### src/rtl/signed_divider8.sv
// Sequential signed divider: restoring shift/subtract on operand magnitudes,
// followed by a sign-correction step. Quotient truncates toward zero and the
// remainder takes the sign of the dividend.
module signed_divider8 #(
    parameter int WIDTH = 8
) (
    input  logic             clk,
    input  logic             rst,
    input  logic             start,
    input  logic [WIDTH-1:0] A,
    input  logic [WIDTH-1:0] B,
    output logic [WIDTH-1:0] Q,
    output logic [WIDTH-1:0] R,
    output logic             busy,
    output logic             done,
    output logic             div_by_zero,
    output logic             overflow
);

    localparam int CW = (WIDTH > 1) ? $clog2(WIDTH) : 1;
    localparam logic [CW-1:0]    LAST_ITER = CW'(WIDTH - 1);
    localparam logic [WIDTH-1:0] MIN_VAL   = {1'b1, {(WIDTH-1){1'b0}}};

    typedef enum logic [1:0] {
        IDLE,
        CALC,
        FIX,
        DONE
    } state_t;

    state_t           state_reg,  state_next;
    logic [WIDTH-1:0] a_reg,      a_next;
    logic [WIDTH-1:0] b_reg,      b_next;
    logic [WIDTH-1:0] bmag_reg,   bmag_next;
    logic [WIDTH:0]   rem_reg,    rem_next;
    logic [WIDTH-1:0] qsh_reg,    qsh_next;
    logic [CW-1:0]    cnt_reg,    cnt_next;
    logic [WIDTH-1:0] q_reg,      q_next;
    logic [WIDTH-1:0] r_reg,      r_next;
    logic             busy_reg,   busy_next;
    logic             done_reg,   done_next;
    logic             dbz_reg,    dbz_next;
    logic             ovf_reg,    ovf_next;

    // Magnitudes of the live operands; |MIN_VAL| wraps to MIN_VAL, which is
    // exactly 2^(WIDTH-1) when read as unsigned.
    logic [WIDTH-1:0] a_mag;
    logic [WIDTH-1:0] b_mag;
    assign a_mag = A[WIDTH-1] ? -A : A;
    assign b_mag = B[WIDTH-1] ? -B : B;

    // One restoring step: shift the next dividend bit into the partial
    // remainder and try subtracting the divisor. The extra top bit of the
    // trial value is its borrow, i.e. the "went negative" indicator.
    logic [WIDTH:0]   rem_shift;
    logic [WIDTH+1:0] trial;
    assign rem_shift = {rem_reg[WIDTH-1:0], qsh_reg[WIDTH-1]};
    assign trial     = {1'b0, rem_shift} - {2'b00, bmag_reg};

    // State and datapath registers; reset aborts any operation silently.
    always_ff @(posedge clk) begin
        if (rst) begin
            state_reg <= IDLE;
            a_reg     <= '0;
            b_reg     <= '0;
            bmag_reg  <= '0;
            rem_reg   <= '0;
            qsh_reg   <= '0;
            cnt_reg   <= '0;
            q_reg     <= '0;
            r_reg     <= '0;
            busy_reg  <= 1'b0;
            done_reg  <= 1'b0;
            dbz_reg   <= 1'b0;
            ovf_reg   <= 1'b0;
        end else begin
            state_reg <= state_next;
            a_reg     <= a_next;
            b_reg     <= b_next;
            bmag_reg  <= bmag_next;
            rem_reg   <= rem_next;
            qsh_reg   <= qsh_next;
            cnt_reg   <= cnt_next;
            q_reg     <= q_next;
            r_reg     <= r_next;
            busy_reg  <= busy_next;
            done_reg  <= done_next;
            dbz_reg   <= dbz_next;
            ovf_reg   <= ovf_next;
        end
    end

    // Next-state and datapath logic; everything holds unless a state acts.
    always_comb begin
        state_next = state_reg;
        a_next     = a_reg;
        b_next     = b_reg;
        bmag_next  = bmag_reg;
        rem_next   = rem_reg;
        qsh_next   = qsh_reg;
        cnt_next   = cnt_reg;
        q_next     = q_reg;
        r_next     = r_reg;
        busy_next  = busy_reg;
        done_next  = done_reg;
        dbz_next   = dbz_reg;
        ovf_next   = ovf_reg;

        case (state_reg)
            IDLE: begin
                done_next = 1'b0;
                busy_next = 1'b0;
                if (start) begin
                    a_next    = A;
                    b_next    = B;
                    bmag_next = b_mag;
                    busy_next = 1'b1;
                    dbz_next  = 1'b0;
                    ovf_next  = 1'b0;
                    if (B == '0) begin
                        // Nothing to iterate: report immediately.
                        q_next     = '0;
                        r_next     = A;
                        dbz_next   = 1'b1;
                        state_next = DONE;
                    end else begin
                        rem_next   = '0;
                        qsh_next   = a_mag;
                        cnt_next   = '0;
                        state_next = CALC;
                    end
                end
            end

            CALC: begin
                if (!trial[WIDTH+1]) begin
                    rem_next = trial[WIDTH:0];
                    qsh_next = {qsh_reg[WIDTH-2:0], 1'b1};
                end else begin
                    rem_next = rem_shift;
                    qsh_next = {qsh_reg[WIDTH-2:0], 1'b0};
                end
                cnt_next = cnt_reg + 1'b1;
                if (cnt_reg == LAST_ITER) begin
                    state_next = FIX;
                end
            end

            FIX: begin
                // Sign correction. MIN_VAL / -1 falls out naturally as the
                // wrapped MIN_VAL with zero remainder; only the flag is extra.
                q_next     = (a_reg[WIDTH-1] ^ b_reg[WIDTH-1]) ? -qsh_reg : qsh_reg;
                r_next     = a_reg[WIDTH-1] ? -rem_reg[WIDTH-1:0] : rem_reg[WIDTH-1:0];
                ovf_next   = (a_reg == MIN_VAL) && (b_reg == {WIDTH{1'b1}});
                state_next = DONE;
            end

            DONE: begin
                done_next  = 1'b1;
                busy_next  = 1'b0;
                state_next = IDLE;
            end

            default: begin
                state_next = IDLE;
            end
        endcase
    end

    assign Q           = q_reg;
    assign R           = r_reg;
    assign busy        = busy_reg;
    assign done        = done_reg;
    assign div_by_zero = dbz_reg;
    assign overflow    = ovf_reg;

endmodule

### config.mk
export PLATFORM = sky130hd
export DESIGN_NAME = signed_divider8
export DESIGN_NICKNAME = d
export VERILOG_FILES = /design/src/rtl/signed_divider8.sv
export SDC_FILE = /design/constraint.sdc
export NUM_CORES = 1
export LEC_CHECK = 0
export BUFFER_PORTS_ARGS = -buffer_cell sky130_fd_sc_hd__clkbuf_2
export CAP_MARGIN = 20
export CORE_AREA = 3 3 94 87
export CTS_CLUSTER_DIAMETER = 80
export DETAILED_ROUTE_END_ITERATION = 8
export DIE_AREA = 0 0 97 90
export HOLD_SLACK_MARGIN = 0.15
export PLACE_DENSITY = 0.68
export SYNTH_ARGS = -nofsm -noshare
export SYNTH_HDL_FRONTEND = slang
export SYNTH_SLANG_ARGS = --single-unit
### constraint.sdc
create_clock -name clk -period 3.6 [get_ports clk]
set_clock_uncertainty 0.1 [all_clocks]
set_input_delay 0.36 -clock clk [delete_from_list [all_inputs] [get_ports clk]]
set_output_delay 0.36 -clock clk [all_outputs]
set_load 0.005 [all_outputs]
==> results.md <==
- Final setup fails: 0
- Reg power frac: 0.339
- CTS tree: done
- Detail Placement HPWL: around 6600 microns
- Crit. End Element: register
- Initial antenna violation count: 0
- Library cells used by synthesis: 50
- Final min period: between 2 and 2.5 ns
- Hold buffer count at cts: 0
- Peak fanout along the critical path: 22
- Setup_tns: 0 ns
- Hold/Removal Path Class: in -> reg
- Die W: 97 microns
- First-pass DRT Iterations: 5
- Synth-to-Final Area Change: 13.2%
- # placed instances: around 560
- Largest net degree at the start of global routing: 34
- First-pass GRT wire length: around 15000 microns
- Cell row count: 29
- Height of the chip: 90 microns
- Post-synthesis sequential area ratio: 0.358
- Synth Instances: between 400 and 500
- Setup Buffers After CTS: 0
- Mux cell area share after synthesis: 0.0427
- Status: finished, final reports clean
- Simple-gate share of the synthesized area: 0.212
- Clk slew on worst S/H paths: ~0.07 ns
- Clock sink total: 64
- DR WL/cell: approximately 16 microns
- # IOs: 39
- RSZ-0062 raised after global routing: false
- Worst path top cell family by delay: compound AO/OA/AOI/OAI gates
- Achievable Freq: roughly 410 MHz
- Mean number of vias per cell: around 5.6
- Fin Hold WS: around 0.19 ns
- Core region area: slightly above 7000 sq um
- Largest family of logic cells by synthesized area: simple AND/OR/NAND/NOR gates
- MaxCap Viol Count: 0
- Most frequent cells in the layout: 66 x nand2_1, 64 x dfxtp_1, 45 x a21oi_1
- Die area: 8730 sq um
- Main synth FF type: dfxtp_1
- Instance count on the critical path: 6
- Peak VDD IR: roughly 0.35 mV
- First DRT Iteration DRCs: around 230
- Final setup margin: 1.14 ns
- Post-Syn Nets: around 480
- Post-synth EDFFs: 0
- Yosys warnings: 0
- Share of layout cells above drive strength 1: 0.133
- Nets@finish: ~510
- Register area: 1280 sq um
- Power Total: about 2.8 mW
- Worst hold stages: 3
- Cell Pwr Density: around 690 nW/um^2
- GPL Wtd Cong: 0.927
- Port buffer count: 38
- Mapped cell area: 3580 sq um
- Internal Pwr Total: roughly 1.7 mW
- Worst Path Buf+Inv: 1
- Syn avg cell area: ~8 sq um
- Compound-cell area share of the yosys netlist: 0.197
- Xor-xnor portion of the synthesized cell area: 0.0686
- GRT Total Usage: 0.207
- Dpl cell area: around 3800 sq um
- ANT nets after route: 0
- CTS Buffer Depth: 2
- Routed via count: 3225
- Post-route cell area: between 4000 and 5000 sq um
- Worst slew pin tran: between 0.9 and 1 ns
- Slew Viols, Final: 0
- CTS H-tree depth: 3
- Vias in the first global route: ~2900
- Final cell count without fillers: 574
- Critical path startpoint category: register
- Static leakage: 1.65 nW
- Adder-Cell Fraction of Synth Area: 0.0686
- DRC violation count after routing: 0
- Aggregate global routing overflow: 0
- Cells along the critical path: inv_1 > ha_1 > or4bb_1 > o31a_1 > a211o_1 > a21oi_1
- Final Cycle Share: 0.683
- Comb power frac: 0.411
- Final core occ: 0.566
- Root Buffer: clkbuf_8
- Final hold viol count: 0
- Register bit total from synthesis: 64
- Layout fillers: roughly 700
- Worst skew pair latency: around 0.34 ns
- Relative slew slack: 0.369
- Commonest non-fill, non-tap cell in the layout: nand2_1
- Post-CTS Resized: 0
- Clock power share: 0.250
- Ys async rst share: 0
- WL final: about 9000 microns
- Net Sw Power: 1.09 mW
- Num CTS Buffers: 9
- Crit path DAT: about 2.6 ns
- Worst slack, placed: around 1.2 ns
- Slowest cell on crit path: o31a_1
- Initial Util: 0.500
- CP max stage delay: roughly 0.53 ns
- Sw Share: 0.390
- Antenna cells: 0
- Crit Path Class: reg -> reg
- Worst EP required: approximately 3.8 ns
- Multi-input logic area: approximately 2100 sq um
- Cells on worst reg2reg path: 6
==> worst register-to-register path, delay by kind of cell, from the launching register on <==
kind | cells | cell delay, ns
DFF | 1 | 0.35
and+or+nand+nor | 1 | 0.50
AOI/OAI and AO/OA | 3 | 1.00
adders and majority gates | 1 | 0.37
buffers and inverters | 1 | 0.09
==> power by group through the flow <==
stage | Clock [mW] | Sequential (mW) | Combinational, mW
final | 0.699 | 0.945 | 1.15
after global routing | 0.752 | 0.959 | 1.28
after CTS | 0.720 | 0.942 | 1.14
after detailed placement | 0 | 0.958 | 1.13
after global placement | 0 | 0.954 | 1.11
after floorplan | 0 | 0.916 | 0.902
==> routing by layer <==
layer  share of wire  track usage  vias to the layer above
met2            0.42        0.286                      118
met4           0.016       0.0620                        0
met3           0.063       0.0542                       10
met1            0.50        0.312                     1485
li1                -            -                     1612
met5               0            0                        -
==> synthesized netlist by cell type (all sizes together) (2+ instances only) <==
cell / instances / area, sq um
or3: 2 / 12.5
nor3: 6 / 30.0
mux2i: 13 / 130
o21ai: 12 / 60.1
and3: 2 / 12.5
nor4: 2 / 18.8
buf: 7 / 38.8
nand2: 66 / 248
a31oi: 4 / 25.0
nand4: 3 / 18.8
or4: 2 / 15.0
a32oi: 3 / 26.3
o31ai: 6 / 45.0
nand2b: 11 / 68.8
nor2b: 5 / 31.3
a21boi: 4 / 33.8
xnor2: 11 / 96.3
a221oi: 2 / 17.5
dfxtp: 64 / 1280
a211oi: 15 / 113
clkbuf: 15 / 56.3
a22o: 2 / 17.5
nand3: 11 / 55.1
a21oi: 45 / 225
inv: 25 / 93.8
nor2: 42 / 158
mux2: 2 / 22.5
xor2: 17 / 149
o211ai: 4 / 30.0
ha: 18 / 225
o41ai: 4 / 35.0
a211o: 6 / 52.6
==> logic make-up (layout without fill, tap and decap cells) <==
| logic type | count (synthesis) | after routing |
|---|---|---|
| XOR/XNOR | 28 | 28 |
| AO/OA/AOI/OAI | 110 | 110 |
| adder cells (fa/ha/maj) | 19 | 19 |
| AND/OR/NAND/NOR | 162 | 162 |
| flip-flops | 64 | 64 |
| buffers and inverters | 47 | 83 |
| multiplexers | 15 | 15 |
==> final timing paths <==
kind | from | endpoint | slack [ns]
setup / recovery | state_reg[0] | R[5] | 1.14
hold / removal | B[0] | b_reg[0] | 0.19
setup reg to reg | state_reg[0] | R[5] | 1.14
hold reg to reg | b_reg[2] | b_reg[2] | 0.35
==> layout make-up <==
| cell class | instances | area share |
|---|---|---|
| tap | 93 | 0.0287 |
| multi-input combinational | 334 | 0.520 |
| sequential | 64 | 0.317 |
| clock inverter | 6 | 0.0229 |
| clock buffer | 10 | 0.0340 |
| inverter | 25 | 0.0232 |
| timing repair buffer | 42 | 0.0544 |
Note: power is estimated with default switching activity, not from simulation.
